[src/rtl/i2c_config_sequencer_if.sv]
// Frame handshake between the config sequencer and the i2c master.
// Sequencer owns data/start; the master answers with done/error.
interface i2c_config_sequencer_if #(
  parameter int CMD_W = 16
) ();
  logic [CMD_W+7:0] i2c_data;
  logic             i2c_start;
  logic             i2c_done;
  logic             i2c_error;

  modport master (
    output i2c_data,
    output i2c_start,
    input  i2c_done,
    input  i2c_error
  );

  modport slave (
    input  i2c_data,
    input  i2c_start,
    output i2c_done,
    output i2c_error
  );
endinterface

[src/rtl/i2c_config_sequencer.sv]
// I2C register-init sequencer: walks a command table with retry/timeout.
// Optional I2C_SEQ_AUTOSTART_EN runs the sequence once after reset.
module i2c_config_sequencer #(
  parameter int         NUM_CMDS       = 10,
  parameter int         CMD_W          = 16,
  parameter logic [6:0] DEV_ADDR       = 7'h1A,
  parameter int         MAX_RETRIES    = 3,
  parameter int         TIMEOUT_CYCLES = 4000,
  localparam int        IW = (NUM_CMDS > 1) ? $clog2(NUM_CMDS) : 1
) (
  input  logic                   clk,
  input  logic                   reset,
  input  logic                   go,
  output logic [IW-1:0]          cmd_index,
  input  logic [CMD_W-1:0]       cmd_data,
  i2c_config_sequencer_if.master bus,
  output logic                   busy,
  output logic                   cfg_done,
  output logic                   cfg_error,
  output logic [IW-1:0]          fail_index
);

  localparam int RW = (MAX_RETRIES > 0) ? $clog2(MAX_RETRIES + 1) : 1;
  localparam int TW = (TIMEOUT_CYCLES > 1) ? $clog2(TIMEOUT_CYCLES + 1) : 1;

  localparam logic [RW-1:0] R_MAX  = RW'(MAX_RETRIES);
  localparam logic [TW-1:0] T_LAST = TW'(TIMEOUT_CYCLES - 1);
  localparam logic [TW-1:0] T_SAT  = TW'(TIMEOUT_CYCLES);
  localparam logic [IW-1:0] LAST   = IW'(NUM_CMDS - 1);

  typedef enum logic [2:0] {
    IDLE, LOAD, WAIT, NEXT, DONE, FAIL
  } state_t;

  state_t        state;
  logic [RW-1:0] retry_cnt;
  logic [TW-1:0] timeout_cnt;
  logic          go_eff;
  logic          first;
  logic          ack;
  logic          nack;

`ifdef I2C_SEQ_AUTOSTART_EN
  logic auto;

  always_ff @(posedge clk) begin
    if (reset) auto <= 1'b1;
    else       auto <= 1'b0;
  end

  assign go_eff = go | auto;
`else
  assign go_eff = go;
`endif

  // First WAIT cycle blanks a done left over from the previous frame
  assign first = (timeout_cnt == '0);
  assign ack   = !first && bus.i2c_done && !bus.i2c_error;
  assign nack  = (!first && bus.i2c_done) || (timeout_cnt == T_LAST);

  always_ff @(posedge clk) begin
    if (reset) begin
      state         <= IDLE;
      cmd_index     <= '0;
      bus.i2c_data  <= '0;
      bus.i2c_start <= 1'b0;
      busy          <= 1'b0;
      cfg_done      <= 1'b0;
      cfg_error     <= 1'b0;
      fail_index    <= '0;
      retry_cnt     <= '0;
      timeout_cnt   <= '0;
    end else begin
      unique case (state)
        IDLE, DONE, FAIL: begin
          if (go_eff) begin
            cmd_index <= '0;
            retry_cnt <= '0;
            cfg_done  <= 1'b0;
            cfg_error <= 1'b0;
            busy      <= 1'b1;
            state     <= LOAD;
          end
        end
        LOAD: begin
          bus.i2c_data  <= {DEV_ADDR, 1'b0, cmd_data};
          bus.i2c_start <= 1'b1;
          timeout_cnt   <= '0;
          state         <= WAIT;
        end
        WAIT: begin
          bus.i2c_start <= 1'b0;
          if (timeout_cnt != T_SAT)
            timeout_cnt <= timeout_cnt + 1'b1;
          // A clean ack wins over a coincident timeout
          if (ack) begin
            state <= NEXT;
          end else if (nack) begin
            if (retry_cnt < R_MAX) begin
              retry_cnt <= retry_cnt + 1'b1;
              state     <= LOAD;
            end else begin
              fail_index <= cmd_index;
              cfg_error  <= 1'b1;
              busy       <= 1'b0;
              state      <= FAIL;
            end
          end
        end
        NEXT: begin
          retry_cnt <= '0;
          if (cmd_index == LAST) begin
            cfg_done <= 1'b1;
            busy     <= 1'b0;
            state    <= DONE;
          end else begin
            cmd_index <= cmd_index + 1'b1;
            state     <= LOAD;
          end
        end
        default: state <= IDLE;
      endcase
    end
  end

endmodule

[src/flat_wrapper.sv]
// flat-port wrapper written by rule: the top's interface ports become plain ports
module i2c_config_sequencer_flat 
#(
  parameter int         NUM_CMDS       = 10,
  parameter int         CMD_W          = 16,
  parameter logic [6:0] DEV_ADDR       = 7'h1A,
  parameter int         MAX_RETRIES    = 3,
  parameter int         TIMEOUT_CYCLES = 4000,
  localparam int        IW = (NUM_CMDS > 1) ? $clog2(NUM_CMDS) : 1
)
  (clk, reset, go, cmd_index, cmd_data, busy, cfg_done, cfg_error, fail_index, bus_i2c_data, bus_i2c_start, bus_i2c_done, bus_i2c_error);
  i2c_config_sequencer_if #(.CMD_W(CMD_W)) bus_i ();
  input  logic clk;
  input  logic reset;
  input  logic go;
  output logic [IW-1:0] cmd_index;
  input  logic [CMD_W-1:0] cmd_data;
  output logic busy;
  output logic cfg_done;
  output logic cfg_error;
  output logic [IW-1:0] fail_index;
  output wire logic [$bits(bus_i.i2c_data)-1:0] bus_i2c_data;
  output wire logic [$bits(bus_i.i2c_start)-1:0] bus_i2c_start;
  input wire logic [$bits(bus_i.i2c_done)-1:0] bus_i2c_done;
  input wire logic [$bits(bus_i.i2c_error)-1:0] bus_i2c_error;
  assign bus_i2c_data = bus_i.i2c_data;
  assign bus_i2c_start = bus_i.i2c_start;
  assign bus_i.i2c_done = bus_i2c_done;
  assign bus_i.i2c_error = bus_i2c_error;
  i2c_config_sequencer #(.NUM_CMDS(NUM_CMDS), .CMD_W(CMD_W), .DEV_ADDR(DEV_ADDR), .MAX_RETRIES(MAX_RETRIES), .TIMEOUT_CYCLES(TIMEOUT_CYCLES)) u_core (.clk(clk), .reset(reset), .go(go), .cmd_index(cmd_index), .cmd_data(cmd_data), .bus(bus_i), .busy(busy), .cfg_done(cfg_done), .cfg_error(cfg_error), .fail_index(fail_index));
endmodule
[config.mk]
export PLATFORM = sky130hd
export DESIGN_NAME = i2c_config_sequencer_flat
export DESIGN_NICKNAME = d
export VERILOG_FILES = /design/src/rtl/i2c_config_sequencer_if.sv /design/src/rtl/i2c_config_sequencer.sv /design/src/flat_wrapper.sv
export SDC_FILE = /design/constraint.sdc
export NUM_CORES = 1
export LEC_CHECK = 0
export BUFFER_PORTS_ARGS = -buffer_cell sky130_fd_sc_hd__buf_2
export CELL_PAD_IN_SITES_DETAIL_PLACEMENT = 0
export CELL_PAD_IN_SITES_GLOBAL_PLACEMENT = 1
export CORE_MARGIN = 4
export CORE_UTILIZATION = 35
export CTS_CLUSTER_DIAMETER = 50
export DETAILED_ROUTE_END_ITERATION = 12
export GPL_TIMING_DRIVEN = 0
export PLACE_DENSITY = 0.81
export SLEW_MARGIN = 20
export SYNTH_ARGS = -nofsm -noshare
export SYNTH_HDL_FRONTEND = slang
export SYNTH_SLANG_ARGS = --single-unit
[constraint.sdc]
create_clock -name clk -period 2.1 [get_ports clk]
set_input_delay 0.315 -clock clk [delete_from_list [all_inputs] [get_ports clk]]
set_output_delay 0.315 -clock clk [all_outputs]
set_load 0.05 [all_outputs]
Yosys cells after proc, flatten, opt, wreduce, memory -nomap -nowiden:

Index checks and enable logic that the tools add are counted.

* order comparisons: 1
* mux-type cells: 30
* add/subtract/negate cells: 3
* eq/ne operators: 17
* reduce and logical (&&, ||, !) cells: 20
* bitwise logic cells: 2

Operator list (number)
* $pmux W12 S2: 1
* $mux W3: 5
* $add A12 B1 Y12 const B: 1
* $eq A12 B12 Y1 const B: 1
* $logic_not A12 Y1: 1
* $mux W12: 1
* $ne A12 B12 Y1 const B: 1
* $pmux W3 S4: 1
* $mux W1: 10
* $reduce_and A5 Y1: 2
* $mux W2: 4
* $mux W4: 2
* $ne A2 B1 Y1 const B: 4
* $ne A2 B2 Y1 const B: 4
* $pmux W4 S2: 1
* $eq A3 B2 Y1 const B: 2
* $eq A3 B3 Y1 const B: 2
* $pmux W1 S2: 3
* $pmux W2 S3: 1
* $reduce_and A3 Y1: 2
* $reduce_and A6 Y1: 1
* $reduce_bool A2 Y1: 3
* $add A4 B1 Y4 const B: 1
* $eq A4 B4 Y1 const B: 1
* other kinds (14): 18

* bits in registers: 46
* logic and storage cells: 83
* output and inout port bits: 36
* input bits: 21

Logic depth before layout (Yosys ltp):

* depth after elaboration: 7
* gate-level depth with buffers: 8
* mapped depth without buffers: 7

Worst setup path after synthesis:

No wires, ideal clock.

* kind: register to register
* start: register u_core.cmd_index[1]
* end: register u_core.cmd_index[3]
* path slack: 250 ps
* stages on the path, launching flop included: 8
* clock period less this slack: 1850 ps
* buffers on the path: 0
* setup time: 65 ps
* arrival time: 1784 ps
* data required time: 2035 ps
* cell sequence: dfxtp_1 inv_1 ha_1 and3b_1 o22ai_1 nand4_1 xor2_1 nor2_1

* cells in the longest elaborated chain, start to end: 3
* elaborated cells between the ends (all ways): 6
* those cells by class: add/sub (1); eq/ne (2); mux (2); reduce/logical (1)

Ends and longest elaborated chain
* from (decl): RTL line i2c_config_sequencer.sv:14 `output logic [IW-1:0] cmd_index,`
* from (signal assigned): RTL line i2c_config_sequencer.sv:117 `cmd_index <= cmd_index + 1'b1;`
* $add A4 B1 Y4 / $eq A4 B4 Y1 (equally long branches): RTL line i2c_config_sequencer.sv:117, i2c_config_sequencer.sv:112
* $mux W4 / $ne A2 B2 Y1 (equally long branches)
* $pmux W4 S2 / $reduce_and A3 Y1 (equally long branches)

Several ways; a longest one is shown, not always the timed one. The select of a mux whose other input is x is not followed.
A chain may end at the register's enable or synchronous reset.

Worst setup path in the final report:

* start: register u_core.timeout_cnt[0]
* end: register u_core.retry_cnt[1]

* cells in the longest elaborated chain, start to end: 6
* elaborated cells between the ends (all ways): 9
* those cells by class: eq/ne (3); reduce/logical (6)

Ends and longest elaborated chain
* from (decl): RTL line i2c_config_sequencer.sv:37 `logic [TW-1:0] timeout_cnt;`
* from (signal assigned): RTL line i2c_config_sequencer.sv:94 `timeout_cnt <= timeout_cnt + 1'b1;`
* $logic_not A12 Y1: RTL line i2c_config_sequencer.sv:57 `assign first = (timeout_cnt == '0);`
* $logic_not A1 Y1: RTL line i2c_config_sequencer.sv:58, i2c_config_sequencer.sv:59
* $logic_and A1 B1 Y1: RTL line i2c_config_sequencer.sv:58, i2c_config_sequencer.sv:59
* $logic_and A1 B1 Y1 / $logic_or A1 B1 Y1 (equally long branches): RTL line i2c_config_sequencer.sv:58, i2c_config_sequencer.sv:59
* $ne A2 B2 Y1 (no line) / $ne A2 B1 Y1 (equally long branches)
* $reduce_and A5 Y1 (no line) (*)
* to (signal assigned): RTL line i2c_config_sequencer.sv:100 `retry_cnt <= retry_cnt + 1'b1;`
* to (decl): RTL line i2c_config_sequencer.sv:36 `logic [RW-1:0] retry_cnt;`

Every way passes the cells marked *; elsewhere a longest branch is shown, timed or not.

==> flow_metrics.py <==
metrics = {
    "global_routing": {
        "grt_max_degree": 15,
        "grt_first_pass_wirelength_um": 7710,
        "antenna_found_initial": 0,
        "grt.total_usage_pct": 12.9,
        "grt-ovfl-total": 0,
        "grt_pass1_vias": 1706,
    },
    "sta": {
        "tightest_slew_ns": 0.613,
        "final_max_slew_viol_count": 0,
        "setup_tns_ns": 0,
        "hold-worst-slack_ns": 0.249,
        "setup_viol": 0,
        "fmax_mhz": 507,
        "period_share_pct": 93.9,
        "slew_headroom_pct": 59.1,
        "fin_crit_ns": 1.97,
        "clock-skew-final_ns": 0.00563,
        "hold_viol": 0,
    },
    "clock_network": {
        "cts-resized-gates": 0,
        "cts.clk_slew.worst_paths_ns": 0.09,
        "ctsHoldBuffers": 0,
        "cts_tree": "done",
        "cts_setup_buffers": 0,
        "clock_sink_count": 46,
        "clockBufferDepth": 2,
        "clk_latency_ns": 0.29,
        "cts_buffers": 5,
        "root_buffer": "clkbuf_8",
        "ctsHtreeMaxLevel": 2,
    },
    "layout": {
        "nFillCells": 620,
        "final_common_cell": "buf_2",
        "multi_input_area_um2": 1100,
        "drive_gt1_share_pct": 24.0,
        "antenna_cells": 0,
        "mostFrequentLayoutCells": "53 x buf_2, 46 x dfxtp_1, 43 x nand2_1, 27 x nor2_1, 26 x a21oi_1",
        "seqCellArea_um2": 921,
        "finalCoreUtilization_pct": 44.1,
        "area_delta_synth_final_pct": 22.9,
        "nNetsFinal": 342,
    },
    "floorplanning": {
        "ios": 57,
        "die-area_um2": 7380,
        "num_rows": 28,
        "chipWidth_um": 85.9,
        "coreArea_um2": 5920,
        "start_util_pct": 35.9,
        "die_h_um": 85.9,
    },
    "placed_design": {
        "port_buffers": 51,
        "dp_hpwl_um": 3480,
        "gp_congestion": 0.756,
    },
    "route": {
        "first_iter_violations": 70,
        "wl_per_cell_um": 11.8,
        "vias_per_cell": 4.74,
        "ant_nets": 0,
        "vias": 1859,
        "drt_wl_total_um": 4630,
        "remaining_drc_errors": 0,
        "drt_first_pass_iters": 4,
    },
    "hold_path": {
        "worstHoldStart": "cmd_data[15]",
        "hp-class": "input port to register",
        "hold_end": "u_core.bus.i2c_data[15]",
        "min_path_cells": 3,
    },
    "logic_synthesis": {
        "ys_warn_count": 0,
        "synth_area_leaders": "dfxtp_1 43%, nand2_1 7.6%, a21oi_1 6.1%",
        "synth_top_cell_area_share_pct": 43.4,
        "synth-seq-cells": 46,
        "yosysUniqueCellTypes": 44,
        "seq_area_frac_synth_pct": 43.4,
        "synth_edf_count": 0,
        "ys_async_sr_fraction_pct": 0,
        "synth_area_um2": 2120,
        "synth_flop_cell": "dfxtp_1",
        "synth_area_leader_cell": "dfxtp_1",
        "postSynthCellCount": 254,
        "syn_avg_cell_area_um2": 8.36,
    },
    "power_and_ir_drop": {
        "leakagePower_nw": 1.10,
        "p_per_area_nw_per_um2": 748,
        "peakVddDrop_uv": 346,
        "power.total_mw": 1.95,
    },
    "setup_path": {
        "critPathKind": "register to register",
        "arrival_ns": 2.20,
        "reg2reg_to": "u_core.retry_cnt[1]",
        "reg2reg_slack_ns": 0.13,
        "r2r_start": "u_core.timeout_cnt[0]",
        "cp.required_ns": 2.33,
        "crit_path_end_kind": "register",
        "cp_max_fo": 5,
        "critPathLaunchType": "register",
        "reg2reg_depth": 7,
    },
    "job": {
        "drv_cap": 0,
    },
    "outcome": {
        "status": "finished clean",
    },
}
-- worst max path at each step --
stage                           from                  end  slack, ns  depth (start not counted)
2_1_floorplan    u_core.cmd_index[1]  u_core.cmd_index[3]       0.25                          7
4_1_cts        u_core.timeout_cnt[0]  u_core.retry_cnt[1]       0.04                          7
3_5_place_dp   u_core.timeout_cnt[0]  u_core.retry_cnt[1]       0.05                          7
6_report       u_core.timeout_cnt[0]  u_core.retry_cnt[1]       0.13                          7
5_1_grt        u_core.timeout_cnt[0]  u_core.retry_cnt[1]     -0.003                          7
3_3_place_gp   u_core.timeout_cnt[0]  u_core.retry_cnt[1]       0.08                          7
-- Yosys cell counts, types with 2 or more instances --
library cell / count
dfxtp_1: 46
nand2_1: 43
nor2_1: 27
a21oi_1: 26
nand2b_1: 13
xor2_1: 9
clkbuf_1: 8
buf_4: 7
nand4_1: 6
ha_1: 5
inv_1: 5
mux2i_1: 5
o21ai_0: 5
nor2b_1: 4
nor3_1: 4
nor3b_1: 3
or3_1: 3
a211oi_1: 2
and3_1: 2
and4_1: 2
buf_2: 2
nand3_1: 2
nand3b_1: 2
nor4b_1: 2
o22ai_1: 2
-- critical path: stages, from the launching register on --
cell and delay [ns]:
dfxtp_1 0.39, inv_1 0.09, ha_1 0.20, nor4b_4 0.14, a31oi_1 0.23, mux2_4 0.23, or4b_1 0.48, o22ai_2 0.16
-- through the flow --
stage | area [um^2] | worst slack [ns] | cells
after detailed placement | 2490 | 0.0479 | 384
final | 2610 | 0.128 | 392
after floorplan | 2140 | 0.250 | 258
after global placement | 2490 | 0.0840 | 384
after CTS | 2600 | 0.0354 | 392
after global routing | 2610 | -0.00260 | 392
-- area by class of cell --
cell class,instances,area share [%]
multi-input combinational,188,42.3
sequential,46,35.3
timing repair buffer,51,9.78
buffer,19,4.12
tap,75,3.60
clock buffer,6,2.78
clock inverter,2,1.44
inverter,5,0.719
-- state kept, by name (all words and copies together) (netlist names) --
signal / count
u_core.bus.i2c_data: 17
u_core.bus.i2c_start: 1
u_core.busy: 1
u_core.cfg_done: 1
u_core.cfg_error: 1
u_core.cmd_index: 4
u_core.fail_index: 4
u_core.retry_cnt: 2
u_core.state: 3
u_core.timeout_cnt: 12
-- power breakdown --
part / total, mW / internal, mW / switching [mW]
Combinational: 0.376 / 0.107 / 0.268
Clock: 0.649 / 0.355 / 0.294
Sequential: 0.926 / 0.907 / 0.0189
Total: 1.95 / 1.37 / 0.581
-- cells by family after synthesis --
kind of cell,after synthesis,synth area share (%)
buf+inv,24,5.95
mux,6,3.06
flops,46,43.4
compound gates,40,11.1
xor+xnor,10,4.13
simple gates,122,29.3
other cells,1,0.177
fa+ha+maj,5,2.95
-- layer usage --
layer,track usage [%],share of wire [%]
met1,16.3,47
met2,21.1,47
met3,2.98,5.1
met4,5.18,1.7
met5,0,0
Power figures use the tool's default switching activity.
